==> config.mk <==
export PLATFORM = sky130hd
export DESIGN_NAME = dark_channel_atm_light_flat
export DESIGN_NICKNAME = d
export VERILOG_FILES = /design/src/rtl/dark_channel_atm_light_if.sv /design/src/rtl/dark_channel_atm_light.sv /design/src/flat_wrapper.sv
export SDC_FILE = /design/constraint.sdc
export NUM_CORES = 1
export LEC_CHECK = 0
export ABC_AREA = 1
export BUFFER_PORTS_ARGS = -buffer_cell sky130_fd_sc_hd__buf_2
export CORE_MARGIN = 2
export CORE_UTILIZATION = 58
export CTS_CLUSTER_DIAMETER = 150
export CTS_CLUSTER_SIZE = 8
export DETAILED_ROUTE_END_ITERATION = 10
export PLACE_DENSITY = 0.82
export SYNTH_ARGS = -nofsm -noshare
export SYNTH_HDL_FRONTEND = slang
export SYNTH_SLANG_ARGS = --single-unit
==> constraint.sdc <==
create_clock -name clk -period 4.3 [get_ports clk]
set_input_delay 0.215 -clock clk [delete_from_list [all_inputs] [get_ports clk]]
set_output_delay 0.215 -clock clk [all_outputs]
set_load 0.05 [all_outputs]
==> src/rtl/dark_channel_atm_light_if.sv <==
// Bundle of the window input bus and the dark-channel / atmospheric-light results.
interface dark_channel_atm_light_if;
  logic [71:0] red_window_in;
  logic [71:0] green_window_in;
  logic [71:0] blue_window_in;
  logic        input_is_valid;
  logic [7:0]  dark_channel;
  logic [23:0] center_pixel;
  logic        output_is_valid;
  logic [23:0] atm_light;
  logic        atm_light_valid;

  // Window source side: drives the windows, receives the results
  modport master (
    output red_window_in, green_window_in, blue_window_in, input_is_valid,
    input  dark_channel, center_pixel, output_is_valid, atm_light, atm_light_valid
  );

  // Processing side: consumes the windows, produces the results
  modport slave (
    input  red_window_in, green_window_in, blue_window_in, input_is_valid,
    output dark_channel, center_pixel, output_is_valid, atm_light, atm_light_valid
  );
endinterface

==> src/rtl/dark_channel_atm_light.sv <==
// Three-stage 3x3 dark-channel pipeline with a per-frame atmospheric-light tracker.
// The tracker remembers the centre pixel of the window with the brightest dark
// value (earliest wins on ties) and publishes it when the frame's last window
// leaves the pipeline.
module dark_channel_atm_light #(
  parameter int FRAME_WINDOWS = 262144,
  parameter int CNT_W         = 20
) (
  input logic                   clk,
  input logic                   rst,
  dark_channel_atm_light_if.slave bus
);

  typedef enum logic [1:0] {IDLE, ACCUM, DONE} state_t;

  function automatic logic [7:0] min2(input logic [7:0] a, input logic [7:0] b);
    return (a < b) ? a : b;
  endfunction

  logic [2:0]      valid_pipe;
  logic [8:0][7:0] m_d;
  logic [8:0][7:0] m_q;
  logic [23:0]     center_in;
  logic [23:0]     c1_q;
  logic [2:0][7:0] row_q;
  logic [23:0]     c2_q;
  logic [7:0]      dark_q;
  logic [23:0]     center_q;

  state_t          state;
  state_t          state_next;
  logic [CNT_W-1:0] win_cnt;
  logic [7:0]      max_dark;
  logic [23:0]     cand;
  logic [23:0]     atm_q;
  logic            beats_max;
  logic [7:0]      max_post;
  logic [23:0]     cand_post;
  logic            last_win;
  logic            atm_valid;

  assign center_in = {bus.red_window_in[39:32], bus.green_window_in[39:32],
                      bus.blue_window_in[39:32]};

  // Per-element minimum across the three colour planes
  always_comb begin
    m_d = '0;
    for (int k = 0; k < 9; k++) begin
      m_d[k] = min2(min2(bus.red_window_in[8*k +: 8], bus.green_window_in[8*k +: 8]),
                    bus.blue_window_in[8*k +: 8]);
    end
  end

  // Valid shift register; a reset flushes anything in flight
  always_ff @(posedge clk) begin
    if (rst) valid_pipe <= '0;
    else     valid_pipe <= {valid_pipe[1:0], bus.input_is_valid};
  end

  // Stage 1: element minima and centre pixel, loaded only for valid windows
  always_ff @(posedge clk) begin
    if (rst) begin
      m_q  <= '0;
      c1_q <= '0;
    end else if (bus.input_is_valid) begin
      m_q  <= m_d;
      c1_q <= center_in;
    end
  end

  // Stage 2: row minima
  always_ff @(posedge clk) begin
    if (rst) begin
      row_q <= '0;
      c2_q  <= '0;
    end else if (valid_pipe[0]) begin
      row_q[0] <= min2(min2(m_q[0], m_q[1]), m_q[2]);
      row_q[1] <= min2(min2(m_q[3], m_q[4]), m_q[5]);
      row_q[2] <= min2(min2(m_q[6], m_q[7]), m_q[8]);
      c2_q     <= c1_q;
    end
  end

  // Stage 3: final window minimum
  always_ff @(posedge clk) begin
    if (rst) begin
      dark_q   <= '0;
      center_q <= '0;
    end else if (valid_pipe[1]) begin
      dark_q   <= min2(min2(row_q[0], row_q[1]), row_q[2]);
      center_q <= c2_q;
    end
  end

  assign beats_max = (dark_q > max_dark);
  assign max_post  = beats_max ? dark_q : max_dark;
  assign cand_post = beats_max ? center_q : cand;
  assign last_win  = (win_cnt == CNT_W'(FRAME_WINDOWS - 1));

  // Tracker state register
  always_ff @(posedge clk) begin
    if (rst) state <= IDLE;
    else     state <= state_next;
  end

  // Tracker next-state decision
  always_comb begin
    state_next = state;
    case (state)
      IDLE:    if (valid_pipe[2]) state_next = ACCUM;
      ACCUM:   if (valid_pipe[2] && last_win) state_next = DONE;
      DONE:    state_next = valid_pipe[2] ? ACCUM : IDLE;
      default: state_next = IDLE;
    endcase
  end

  // Tracker outputs: the frame-end pulse lasts for the single DONE cycle
  always_comb begin
    atm_valid = 1'b0;
    if (state == DONE) atm_valid = 1'b1;
  end

  // Tracker datapath: window count, running maximum and published result
  always_ff @(posedge clk) begin
    if (rst) begin
      win_cnt  <= '0;
      max_dark <= '0;
      cand     <= '0;
      atm_q    <= '0;
    end else if (valid_pipe[2]) begin
      if (state == ACCUM && last_win) begin
        atm_q    <= cand_post;
        win_cnt  <= '0;
        max_dark <= '0;
        cand     <= '0;
      end else if (state == ACCUM) begin
        win_cnt  <= win_cnt + CNT_W'(1);
        max_dark <= max_post;
        cand     <= cand_post;
      end else begin
        win_cnt  <= CNT_W'(1);
        max_dark <= max_post;
        cand     <= cand_post;
      end
    end
  end

  assign bus.dark_channel    = dark_q;
  assign bus.center_pixel    = center_q;
  assign bus.output_is_valid = valid_pipe[2];
  assign bus.atm_light       = atm_q;
  assign bus.atm_light_valid = atm_valid;

endmodule

==> src/flat_wrapper.sv <==
// flat-port wrapper written by rule: the top's interface ports become plain ports
module dark_channel_atm_light_flat 
#(
  parameter int FRAME_WINDOWS = 262144,
  parameter int CNT_W         = 20
)
  (clk, rst, bus_red_window_in, bus_green_window_in, bus_blue_window_in, bus_input_is_valid, bus_dark_channel, bus_center_pixel, bus_output_is_valid, bus_atm_light, bus_atm_light_valid);
  dark_channel_atm_light_if bus_i ();
  input logic clk;
  input logic rst;
  input wire logic [$bits(bus_i.red_window_in)-1:0] bus_red_window_in;
  input wire logic [$bits(bus_i.green_window_in)-1:0] bus_green_window_in;
  input wire logic [$bits(bus_i.blue_window_in)-1:0] bus_blue_window_in;
  input wire logic [$bits(bus_i.input_is_valid)-1:0] bus_input_is_valid;
  output wire logic [$bits(bus_i.dark_channel)-1:0] bus_dark_channel;
  output wire logic [$bits(bus_i.center_pixel)-1:0] bus_center_pixel;
  output wire logic [$bits(bus_i.output_is_valid)-1:0] bus_output_is_valid;
  output wire logic [$bits(bus_i.atm_light)-1:0] bus_atm_light;
  output wire logic [$bits(bus_i.atm_light_valid)-1:0] bus_atm_light_valid;
  assign bus_i.red_window_in = bus_red_window_in;
  assign bus_i.green_window_in = bus_green_window_in;
  assign bus_i.blue_window_in = bus_blue_window_in;
  assign bus_i.input_is_valid = bus_input_is_valid;
  assign bus_dark_channel = bus_i.dark_channel;
  assign bus_center_pixel = bus_i.center_pixel;
  assign bus_output_is_valid = bus_i.output_is_valid;
  assign bus_atm_light = bus_i.atm_light;
  assign bus_atm_light_valid = bus_i.atm_light_valid;
  dark_channel_atm_light #(.FRAME_WINDOWS(FRAME_WINDOWS), .CNT_W(CNT_W)) u_core (.clk(clk), .rst(rst), .bus(bus_i));
endmodule
# Yosys cells after proc, flatten, opt, wreduce, memory -nomap -nowiden
# Cells that the tools add are included.
# totals
register_bits	257
latchBits	0
ramBits	0
romBits	0
out_inout_bits	58
mem_count	0
# op_classes
add_sub_neg	1
multipliers	0
div_mod_pow	0
order_cmp	27
n_eq_ne	5
n_shift	0
mux	37
n_bitwise	0
n_reduce_logical	7
# ops
op	n
two-way mux 8 bit	28
less-than comparator 8 bit	26
two-way mux 24 bit	2
two-way mux 20 bit	2
adder 20 x 1 -> 20 bit (second input constant)	1
== test 20 x 18 -> 1 bit (second input constant)	1
> comparator 8 bit	1
one-hot mux 2 bit (3 select lines)	1
AND reduction 2 bit	3
two-way mux 2 bit	2
inequality test 2 x 1 -> 1 bit (second input constant)	2
== test 2 x 1 -> 1 bit (second input constant)	1
== test 2 bit (second input constant)	1
logical AND 1 bit	2
zero test 2 bit	1
two-way mux 1 bit	2
nonzero test 2 bit	1

# Logic depth before layout (Yosys ltp)
# Gate-level depths: netlist (run 1).
# logic_depth
ltp_word	4
ltp_mapped	21
ltp_nobuf	20

# Worst setup path before layout (run 1)
# No wires, ideal clock.
# synth_path
path_type	flip-flop to flip-flop
start	register u_core.m_q[39] (netlist name)
end	register u_core.row_q[10] (netlist name)
t_arrival_ns	3.012
setup_slack_ns	1.218
stages_incl_launch_ff	17
path_buffers	1
synth_period_minus_slack_ns	3.082
path_cell_list	dfxtp_1 inv_1 ha_1 nand2_1 o21a_1 nand2_1 clkbuf_1 nand2_1 o21ai_0 ha_1 a21oi_1 nor2_1 a211oi_1 nand2_1 nand2_1 nand3_1 a21oi_1
# synth_between
elab_chain_cells	4
# synth_lines
item	line_no	rtl
start, declared	dark_channel_atm_light.sv:22	logic [8:0][7:0] m_q;
start signal, assigned	dark_channel_atm_light.sv:66	m_q <= m_d;
less-than comparator 8 bit	dark_channel_atm_light.sv:17	return (a < b) ? a : b;
two-way mux 8 bit (*)	dark_channel_atm_light.sv:17	
less-than comparator 8 bit	dark_channel_atm_light.sv:17	
two-way mux 8 bit (*)	dark_channel_atm_light.sv:17	
end, declared	dark_channel_atm_light.sv:25	logic [2:0][7:0] row_q;
# Mark *: on every way between the ends. The rest lies on a longest branch, timed or not.
# A chain may end at the register's enable or synchronous reset.

# Worst setup path in the final report (run 1)
# layout_path
start	register u_core.m_q[13] (netlist name)
end	register u_core.row_q[2] (netlist name)
# Same word-level chain as after synthesis.

==> impl_metrics.json, run 1 <==
{
  "final-hold-violation-count": 0,
  "grtUsageMet1_pct": 33.4,
  "synth_area_per_cell_um2": 6.47,
  "synth_nets": 3076,
  "crit_fanout": 15,
  "cts.clk_slew.worst_paths_ps": 50,
  "finalSetupViolCount": 0,
  "grtUsageMet2_pct": 47.5,
  "yosys_warnings": 0,
  "syn_inst": 2666,
  "ys.flop_type": "dfxtp_1",
  "root_buffer": "clkbuf_16",
  "maxSlewViolCount": 0,
  "seq_area_frac_synth_pct": 29.8,
  "r2r-start": "u_core.m_q[13]$_SDFFE_PP0P_",
  "core_mm2": 0.0295,
  "grt_pass1_wl_um": 71600,
  "worst_setup_path_start_kind": "register",
  "drive_above_1_share_pct": 12.3,
  "startpoint": "u_core.m_q[13]$_SDFFE_PP0P_",
  "ctsResizeCount": 0,
  "cts_tree": "done",
  "postRouteAntennaNets": 0,
  "drtIter0Drc": 993,
  "rr_endpoint": "u_core.row_q[2]$_SDFFE_PP0P_",
  "rsz0062_at_grt": "false",
  "cts_sinks": 257,
  "initial_core_util_pct": 58.5,
  "drc_errors": 0,
  "ys_types": 41,
  "fin_crit_ps": 3750,
  "grt_max_degree": 121,
  "total_power_w": 0.00874,
  "hold_depth": 3,
  "cts_max_level": 2,
  "die_h_um": 176,
  "clock_skew_ps": 10.2,
  "required_ps": 4730,
  "ios": 277,
  "antennaDiodeCount": 0,
  "r2r_cells": 14,
  "die_x_um": 176,
  "top_usage_layer": "met2",
  "synthToLayoutAreaGrowth_pct": 15.9,
  "slew_headroom_pct": 13.6,
  "status": "complete, no violations",
  "dieArea_mm2": 0.0312,
  "dp.final_hpwl_um": 31100,
  "yosysTopAreaCellShare_pct": 29.8,
  "cp-end-kind": "register",
  "instances_no_fill": 3310,
  "arrival_ps": 4170,
  "timing.fmax_ghz": 0.267,
  "clock_tree.buffer_depth": 3,
  "yosys_register_bits": 257,
  "synthTopCellsByArea": "dfxtp_1 (30%), nand2_1 (14%), ha_1 (14%)",
  "async_flop_share_pct": 0,
  "synth-edff-count": 0,
  "cts-buffers-inserted": 38,
  "fin_nets": 3327,
  "path_class": "reg -> reg",
  "p_per_area_mw_per_mm2": 437,
  "hold-path-endpoint": "u_core.c1_q[12]$_SDFFE_PP0P_",
  "wl_per_cell_um": 12.7,
  "cts.hold.buffers_added": 14,
  "tns_ps": 0,
  "clock_latency_ps": 510,
  "reg2reg_slack_ps": 550,
  "hp-class": "in -> reg",
  "vias_per_cell": 5.21,
  "io_buffer_count": 276,
  "worst_pin_slew_ps": 1290,
  "dp_cells": 3253,
  "syn_area_mm2": 0.0173,
  "grtUsageTotal_pct": 26.8,
  "wl_um": 42000,
  "globalplace.congestion": 0.925,
  "vias": 17229,
  "row_count": 63,
  "antenna_found_initial": 0,
  "cts_setup_buffers": 0,
  "ir_drop_uv": 459,
  "global_route.usage.met3_pct": 3.42,
  "firstDrtPassIters": 5,
  "cap_violations": 0,
  "grt_overflow": 0,
  "hp-start": "bus_green_window_in[36]",
  "power_leakage_nw": 10.7,
  "synth_top_cell_by_area": "dfxtp_1",
  "synth_most_common_cell": "nand2_1",
  "fin_crit_sh_pct": 87.1,
  "synth_common_cells": "nand2_1 (650), inv_1 (501), dfxtp_1 (257), nand3_1 (246), a21oi_1 (244)",
  "grt_pass1_vias": 16303
}
==> worst max-delay path, cell delays in order (launching register included) <==
cell and delay [ps]:
dfxtp_1 370, inv_1 60, ha_1 290, a21oi_1 160, o21a_1 150, nand2_1 250, o21ai_0 350, ha_1 310
a21oi_1 160, nor2_1 60, a211oi_1 760, nand2_1 380, nand2_1 140, nand3_1 70, a21oi_1 160
==> metrics by stage <==
stage	hold WS, ps	instance area [µm²]	utilization (%)	worst slack, ps
global placement	451	18900	63.9	875
detailed placement	456	18900	63.9	667
CTS	0.977	20000	67.9	647
global route	15.8	20000	67.9	115
floorplan	350	17300	-	1220
finish	14.1	20000	67.9	555
==> flip-flops by register name, summed over array words and instances (netlist names) <==
| register | cells |
|---|---|
| u_core.bus.atm_light | 24 |
| u_core.bus.center_pixel | 24 |
| u_core.bus.dark_channel | 8 |
| u_core.c1_q | 24 |
| u_core.c2_q | 24 |
| u_core.cand | 24 |
| u_core.m_q | 72 |
| u_core.max_dark | 8 |
| u_core.row_q | 24 |
| u_core.state | 2 |
| u_core.valid_pipe | 3 |
| u_core.win_cnt | 20 |
==> cells in the final DEF, fill, tap and decap left out, types with 3 or more instances in the layout <==
master           n
o21a_1          14
nand2_1        650
nand2_2          5
and2_1          13
o21ai_0        170
inv_2            3
dfxtp_1        257
buf_4           15
a21oi_1        244
inv_1          499
dlygate4sd3_1   14
clkbuf_16       39
xnor2_1          3
a211oi_1        16
buf_2          274
o21ai_1         23
mux2i_1         23
nor3_1           3
xor2_1           6
ha_1           191
a21oi_2         10
nand3_1        246
nor2_1         176
==> where the power goes <==
part	total [W]	switching, W	internal, W
clock	0.00260	0.000999	0.00160
combinational	0.00339	0.00213	0.00126
sequential	0.00275	0.000165	0.00259
total	0.00874	0.00329	0.00544
==> cell type report <==
type / instances / area [µm²]
multi-input cells: 1814 / 9840
fillers: 2537 / 9470
flip-flops and latches: 257 / 5140
inverters: 503 / 1890
repair buffers: 303 / 1620
clock buffers: 40 / 980
well taps: 390 / 488
clock inverters: 3 / 37.5
==> routing by layer <==
layer / share of wire, % / vias to the layer above
met5: 0 / -
met4: 3.0 / 0
met1: 44 / 7681
met3: 5.0 / 101
li1: - / 8963
met2: 48 / 484
==> worst max-delay path by stage <==
stage	cells after the start	slack (ps)	to
floorplan	16	1220	u_core.row_q[10]$_SDFFE_PP0P_
global placement	15	880	u_core.m_q[30]$_SDFFE_PP0P_
detailed placement	14	670	u_core.row_q[5]$_SDFFE_PP0P_
CTS	14	650	u_core.row_q[5]$_SDFFE_PP0P_
global route	16	120	u_core.row_q[2]$_SDFFE_PP0P_
finish	14	550	u_core.row_q[2]$_SDFFE_PP0P_
==> kinds of logic (layout without fill, tap and decap cells) <==
group / after synthesis / in the layout / share of synthesized area, %
and+or+nand+nor: 1107 / 1107 / 26.5
adders and majority gates: 191 / 191 / 13.8
buffers and inverters: 595 / 849 / 13.2
AOI/OAI and AO/OA: 484 / 484 / 14.8
muxes: 23 / 23 / 1.33
DFF: 257 / 257 / 29.8
xor gates and xnor gates: 9 / 9 / 0.457
No activity file was read; power rests on OpenSTA's default activity.
==> inputs of run 2 (changes only) <==
CORE_UTILIZATION = 55   (was 58)
CTS_CLUSTER_DIAMETER = 30   (was 150)
HOLD_SLACK_MARGIN = 0.15   (was unset)
PLACE_DENSITY = 0.78   (was 0.82)
==> impl_metrics.json, run 2 (synthesis results as in run 1) <==
{
  "clock_skew_ps": 11.2,
  "cap_violations": 0,
  "fin_ws_ps": 525,
  "fin_crit_ps": 3780,
  "pre_cts_ws_ps": 610,
  "ios": 277,
  "cts-buffers-inserted": 47,
  "wl_um": 43600,
  "dp.final_hpwl_um": 31200,
  "clkPwrFrac_pct": 37.5,
  "initial_core_util_pct": 56.1,
  "grt_pass1_wl_um": 74800,
  "p_seq_share_pct": 27.7,
  "cp-end-kind": "register",
  "layout_common_cells": "nand2_1 (650), inv_1 (499), buf_2 (274)",
  "required_ps": 4760,
  "arrival_ps": 4230,
  "largest_reg_flops": 72,
  "grt_pass1_vias": 16808,
  "status": "complete, no violations",
  "power_leakage_nw": 11.3,
  "cts_sinks": 257,
  "core_mm2": 0.0307,
  "ctsResizeCount": 0,
  "postRouteAntennaNets": 0,
  "clock_tree.buffer_depth": 3,
  "dp_cells": 3259,
  "drive_above_1_share_pct": 12.9,
  "antennaDiodeCount": 0,
  "ir_drop_uv": 470,
  "worst_pin_slew_ps": 1270,
  "root_buffer": "clkbuf_16",
  "hp-class": "in -> reg",
  "netSwitchingPower_w": 0.00351,
  "instances_no_fill": 3424,
  "fin_crit_sh_pct": 87.8,
  "cts_tree": "done",
  "top_register": "u_core.m_q",
  "cts_max_level": 2,
  "slew_headroom_pct": 14.7,
  "drc_errors": 0,
  "cts.clk_slew.worst_paths_ps": 50,
  "die_h_um": 181,
  "die_x_um": 181,
  "mostFrequentLayoutCell": "nand2_1",
  "grtUsageTotal_pct": 26.2,
  "path_class": "reg -> reg",
  "grt_overflow": 0,
  "p_int_w": 0.00642,
  "worst_setup_path_start_kind": "register",
  "crit_fanout": 15,
  "tns_ps": 0,
  "finalSetupViolCount": 0,
  "io_buffer_count": 276,
  "wl_per_cell_um": 12.7,
  "row_count": 64,
  "grt_max_degree": 102,
  "vias_per_cell": 5.11,
  "comb_power_share_pct": 34.8,
  "fin_nets": 3410,
  "drtIter0Drc": 892,
  "final_util_pct": 69.4,
  "final-hold-violation-count": 0,
  "synthToLayoutAreaGrowth_pct": 23.7,
  "timing.fmax_ghz": 0.265,
  "p_per_area_mw_per_mm2": 465,
  "switching_share_pct": 35.3,
  "globalplace.congestion": 0.934,
  "rsz0062_at_grt": "false",
  "antenna_found_initial": 0,
  "vias": 17497,
  "clock_latency_ps": 540,
  "dieArea_mm2": 0.0328,
  "maxSlewViolCount": 0,
  "firstDrtPassIters": 7
}
==> run 2: changes by cell type in the layout (fill, tap and decap cells not counted), sizes merged <==
cell	delta
clkinvlp	+1
clkinv	+7
dlygate4sd3	+74
clkbuf	+18
bufinv	+7
inv	+1
==> run 2: power groups by stage <==
stage	Sequential [W]	Clock (W)	Combinational [W]
2_1_floorplan	0.00284	0	0.00252
3_3_place_gp	0.00278	0	0.00324
3_5_place_dp	0.00279	0	0.00334
4_1_cts	0.00275	0.00377	0.00343
5_1_grt	0.00278	0.00389	0.00394
6_report	0.00275	0.00372	0.00345
==> run 2: per-stage QoR <==
stage / hold WS [ps] / instance area (µm²) / power (W)
after CTS: 165 / 21300 / 0.00995
after detailed placement: 455 / 18900 / 0.00613
after global routing: 201 / 21300 / 0.0106
after global placement: 451 / 18900 / 0.00602
final: 186 / 21300 / 0.00993
after floorplan: 350 / 17300 / 0.00536
==> run 2: worst paths after layout <==
path	startpoint	end	slack, ps	cells past startpoint
worst max register to register	u_core.m_q[15]$_SDFFE_PP0P_	u_core.row_q[3]$_SDFFE_PP0P_	520	16
worst min-delay path	rst	u_core.cand[1]$_SDFFE_PP0P_	190	2
worst min register to register	u_core.max_dark[2]$_SDFFE_PP0P_	u_core.max_dark[2]$_SDFFE_PP0P_	460	2
worst max-delay path	u_core.m_q[15]$_SDFFE_PP0P_	u_core.row_q[3]$_SDFFE_PP0P_	520	16
==> run 2: routing by layer <==
layer	wire length, µm	vias up	track usage [%]
met5	0	-	0
met4	1260	0	8.85
met3	1860	109	3.27
met2	20700	445	46.1
met1	19800	7781	33.2
li1	-	9162	-
==> run 2: timing repair <==
item                      in CTS  in global routing
hold endpoints to repair      95                  0
hold buffers                  88                  0
buffers inserted               0                  0
==> run 2: worst max-delay path, cell delays in order, from the launching register on <==
cell,delay (ps)
dfxtp_1,370
inv_1,60
ha_1,280
nand2_1,60
inv_1,30
nor2_1,80
o21a_1,140
nand2_1,240
o21ai_0,340
ha_1,300
a21oi_1,160
nor2_1,60
a211oi_1,780
nand2_1,400
nand2_1,140
nand3_1,80
a21oi_1,150
==> run 2: final cells by class <==
class                      instances  area (µm²)
clock buffer                      58        1300
clock inverter                    19         310
fill                            2667        9400
inverter                         503        1890
multi-input combinational       1814        9840
sequential                       257        5140
tap                              396         495
timing repair buffer             377        2360
==> inputs of run 3 (changes only) <==
--- a/config.mk
+++ b/config.mk
@@ -6,5 +6,4 @@
 export NUM_CORES = 1
 export LEC_CHECK = 0
-export ABC_AREA = 1
 export BUFFER_PORTS_ARGS = -buffer_cell sky130_fd_sc_hd__buf_2
 export CORE_MARGIN = 2
==> constraint.sdc (replaced) <==
create_clock -name clk -period 4.3 [get_ports clk]
set_input_delay 0.645 -clock clk [delete_from_list [all_inputs] [get_ports clk]]
set_output_delay 0.645 -clock clk [all_outputs]
set_load 0.05 [all_outputs]
==> impl_metrics.json, run 3 <==
{
  "reg2reg_slack_ps": 440,
  "initial_core_util_pct": 56.2,
  "drtIter0Drc": 1216,
  "globalplace.congestion": 0.915,
  "cts-buffers-inserted": 54,
  "crit_fanout": 9,
  "worst_path_max_delay_cell": "o21ai_2",
  "clock_skew_ps": 21.7,
  "cts_setup_buffers": 0,
  "core_mm2": 0.0307,
  "wl_um": 46100,
  "worst_hold_slack_ps": 329,
  "synth_top_cell_by_area": "dfxtp_1",
  "cts.hold.buffers_added": 0,
  "final_util_pct": 67.4,
  "slew_headroom_pct": 20.0,
  "worst-path-buf-inv": 1,
  "p_per_area_mw_per_mm2": 444,
  "cp_cell_sequence": "inv_1, ha_1, and4_1, o21ai_0, o21ai_2, mux2_2, ha_1, a21oi_1, o21ai_0, a211o_1, a211oi_4, or2_1, a311o_1",
  "status": "complete, no violations",
  "dp_cells": 2692,
  "synth_most_common_cell": "dfxtp_1",
  "ir_drop_uv": 335,
  "ctsResizeCount": 0,
  "hp-start": "bus_green_window_in[34]",
  "seq_area_frac_synth_pct": 29.8,
  "fin_crit_sh_pct": 89.7,
  "rsz0062_at_grt": "false",
  "cts_sinks": 257,
  "rr_endpoint": "u_core.bus.dark_channel[1]$_SDFFE_PP0P_",
  "drive_above_1_share_pct": 18.9,
  "instances_no_fill": 2790,
  "arrival_ps": 4360,
  "r2r_cells": 13,
  "root_buffer": "clkbuf_16",
  "synth_nets": 2522,
  "tns_ps": 0,
  "hold-path-endpoint": "u_core.c1_q[10]$_SDFFE_PP0P_",
  "ys.flop_type": "dfxtp_1",
  "r2r-start": "u_core.row_q[15]$_SDFFE_PP0P_",
  "async_flop_share_pct": 0,
  "die_x_um": 181,
  "ys_types": 66,
  "clock_tree.buffer_depth": 3,
  "power_leakage_nw": 9.15,
  "vias": 16662,
  "cts.clk_slew.worst_paths_ps": 50,
  "top_register": "u_core.m_q",
  "wl_per_cell_um": 16.5,
  "cts_tree": "done",
  "syn_area_mm2": 0.0173,
  "hp-class": "in -> reg",
  "yosysTopAreaCellShare_pct": 29.8,
  "die_h_um": 181,
  "dp.final_hpwl_um": 33700,
  "postRouteAntennaNets": 0,
  "grt_overflow": 0,
  "firstDrtPassIters": 5,
  "antenna_found_initial": 3,
  "required_ps": 4800,
  "final-hold-violation-count": 0,
  "path_class": "reg -> reg",
  "fin_crit_ps": 3860,
  "yosys_warnings": 0,
  "fin_nets": 2762,
  "dieArea_mm2": 0.0329,
  "worst_pin_slew_ps": 1200,
  "ios": 277,
  "layout_common_cells": "buf_2 (274), dfxtp_1 (255), inv_1 (225)",
  "yosys_register_bits": 257,
  "row_count": 64,
  "synth-edff-count": 0,
  "drc_errors": 0,
  "mostFrequentLayoutCell": "buf_2",
  "finalSetupViolCount": 0,
  "crit_family": "compound AO/OA/AOI/OAI gates",
  "cp-end-kind": "register",
  "clock_latency_ps": 570,
  "maxSlewViolCount": 0,
  "cap_violations": 0,
  "io_buffer_count": 276,
  "cts_max_level": 2,
  "synth_area_per_cell_um2": 8.18,
  "synth_common_cells": "dfxtp_1 (257), inv_1 (225), nand2_1 (203), ha_1 (191), nor2_1 (172)",
  "grt_pass1_vias": 16363,
  "synthTopCellsByArea": "dfxtp_1 (30%), ha_1 (14%), inv_1 (4.9%)",
  "timing.fmax_ghz": 0.259,
  "syn_inst": 2112,
  "grtUsageTotal_pct": 27.6,
  "max_stage_delay_ps": 490,
  "synthToLayoutAreaGrowth_pct": 20.0,
  "hold_depth": 3,
  "largest_reg_flops": 72,
  "vias_per_cell": 5.97,
  "grt_max_degree": 164,
  "total_power_w": 0.00920,
  "grt_pass1_wl_um": 77200,
  "worst_setup_path_start_kind": "register"
}
[run 3: final cells by class]
type | instances | area [µm²]
multi-input cells | 1509 | 10800
fillers | 2511 | 10000
flip-flops and latches | 257 | 5150
repair buffers | 304 | 1610
clock buffers | 72 | 1500
inverters | 226 | 848
well taps | 396 | 495
clock inverters | 25 | 327
diodes | 1 | 2.50
[run 3: worst max-delay path by stage]
stage / from / endpoint / slack (ps) / cells after the start
after floorplan: bus_green_window_in[42] / u_core.m_q[46]$_SDFFE_PP0P_ / 350 / 14
after global placement: bus_green_window_in[42] / u_core.m_q[40]$_SDFFE_PP0P_ / 400 / 15
after detailed placement: bus_green_window_in[23] / u_core.m_q[21]$_SDFFE_PP0P_ / 250 / 15
after CTS: u_core.m_q[38]$_SDFFE_PP0P_ / u_core.row_q[12]$_SDFFE_PP0P_ / 470 / 14
after global routing: u_core.m_q[38]$_SDFFE_PP0P_ / u_core.row_q[13]$_SDFFE_PP0P_ / 170 / 15
final: u_core.row_q[15]$_SDFFE_PP0P_ / u_core.bus.dark_channel[1]$_SDFFE_PP0P_ / 440 / 13
[run 3: logic make-up (layout without fill, tap and decap cells)]
family / Yosys count / count (layout) / synth area share [%]
and+or+nand+nor: 663 / 663 / 19.2
AOI/OAI and AO/OA: 537 / 537 / 22.4
buffers and inverters: 346 / 627 / 7.78
DFF: 257 / 257 / 29.8
adders and majority gates: 191 / 191 / 13.8
muxes: 102 / 102 / 6.16
xor gates and xnor gates: 16 / 16 / 0.811
other: 0 / 1 / 0
[run 3: tightest hold or removal path, cell delays in order]
cell	delay [ps]
buf_2	90
mux2i_1	60
nor2_1	70
[run 3: per-stage QoR]
step | worst slack (ps) | cell area [µm²]
final | 442 | 20700
after floorplan | 347 | 17300
after global routing | 167 | 20700
after CTS | 469 | 20700
after global placement | 397 | 18900
after detailed placement | 253 | 18900
[run 3: layer usage]
layer / GRT usage [%] / vias to the layer above / part of all wire [%]
li1: - / 8209 / -
met1: 34.4 / 7822 / 44
met2: 48.5 / 531 / 48
met3: 4.58 / 96 / 5.9
met4: 8.65 / 4 / 2.2
met5: 0 / - / 0.046
[run 3: report_power, final]
part | switching (W) | internal, W
clock | 0.00137 | 0.00269
sequential | 0.000121 | 0.00254
combinational | 0.00154 | 0.000939
total | 0.00303 | 0.00617
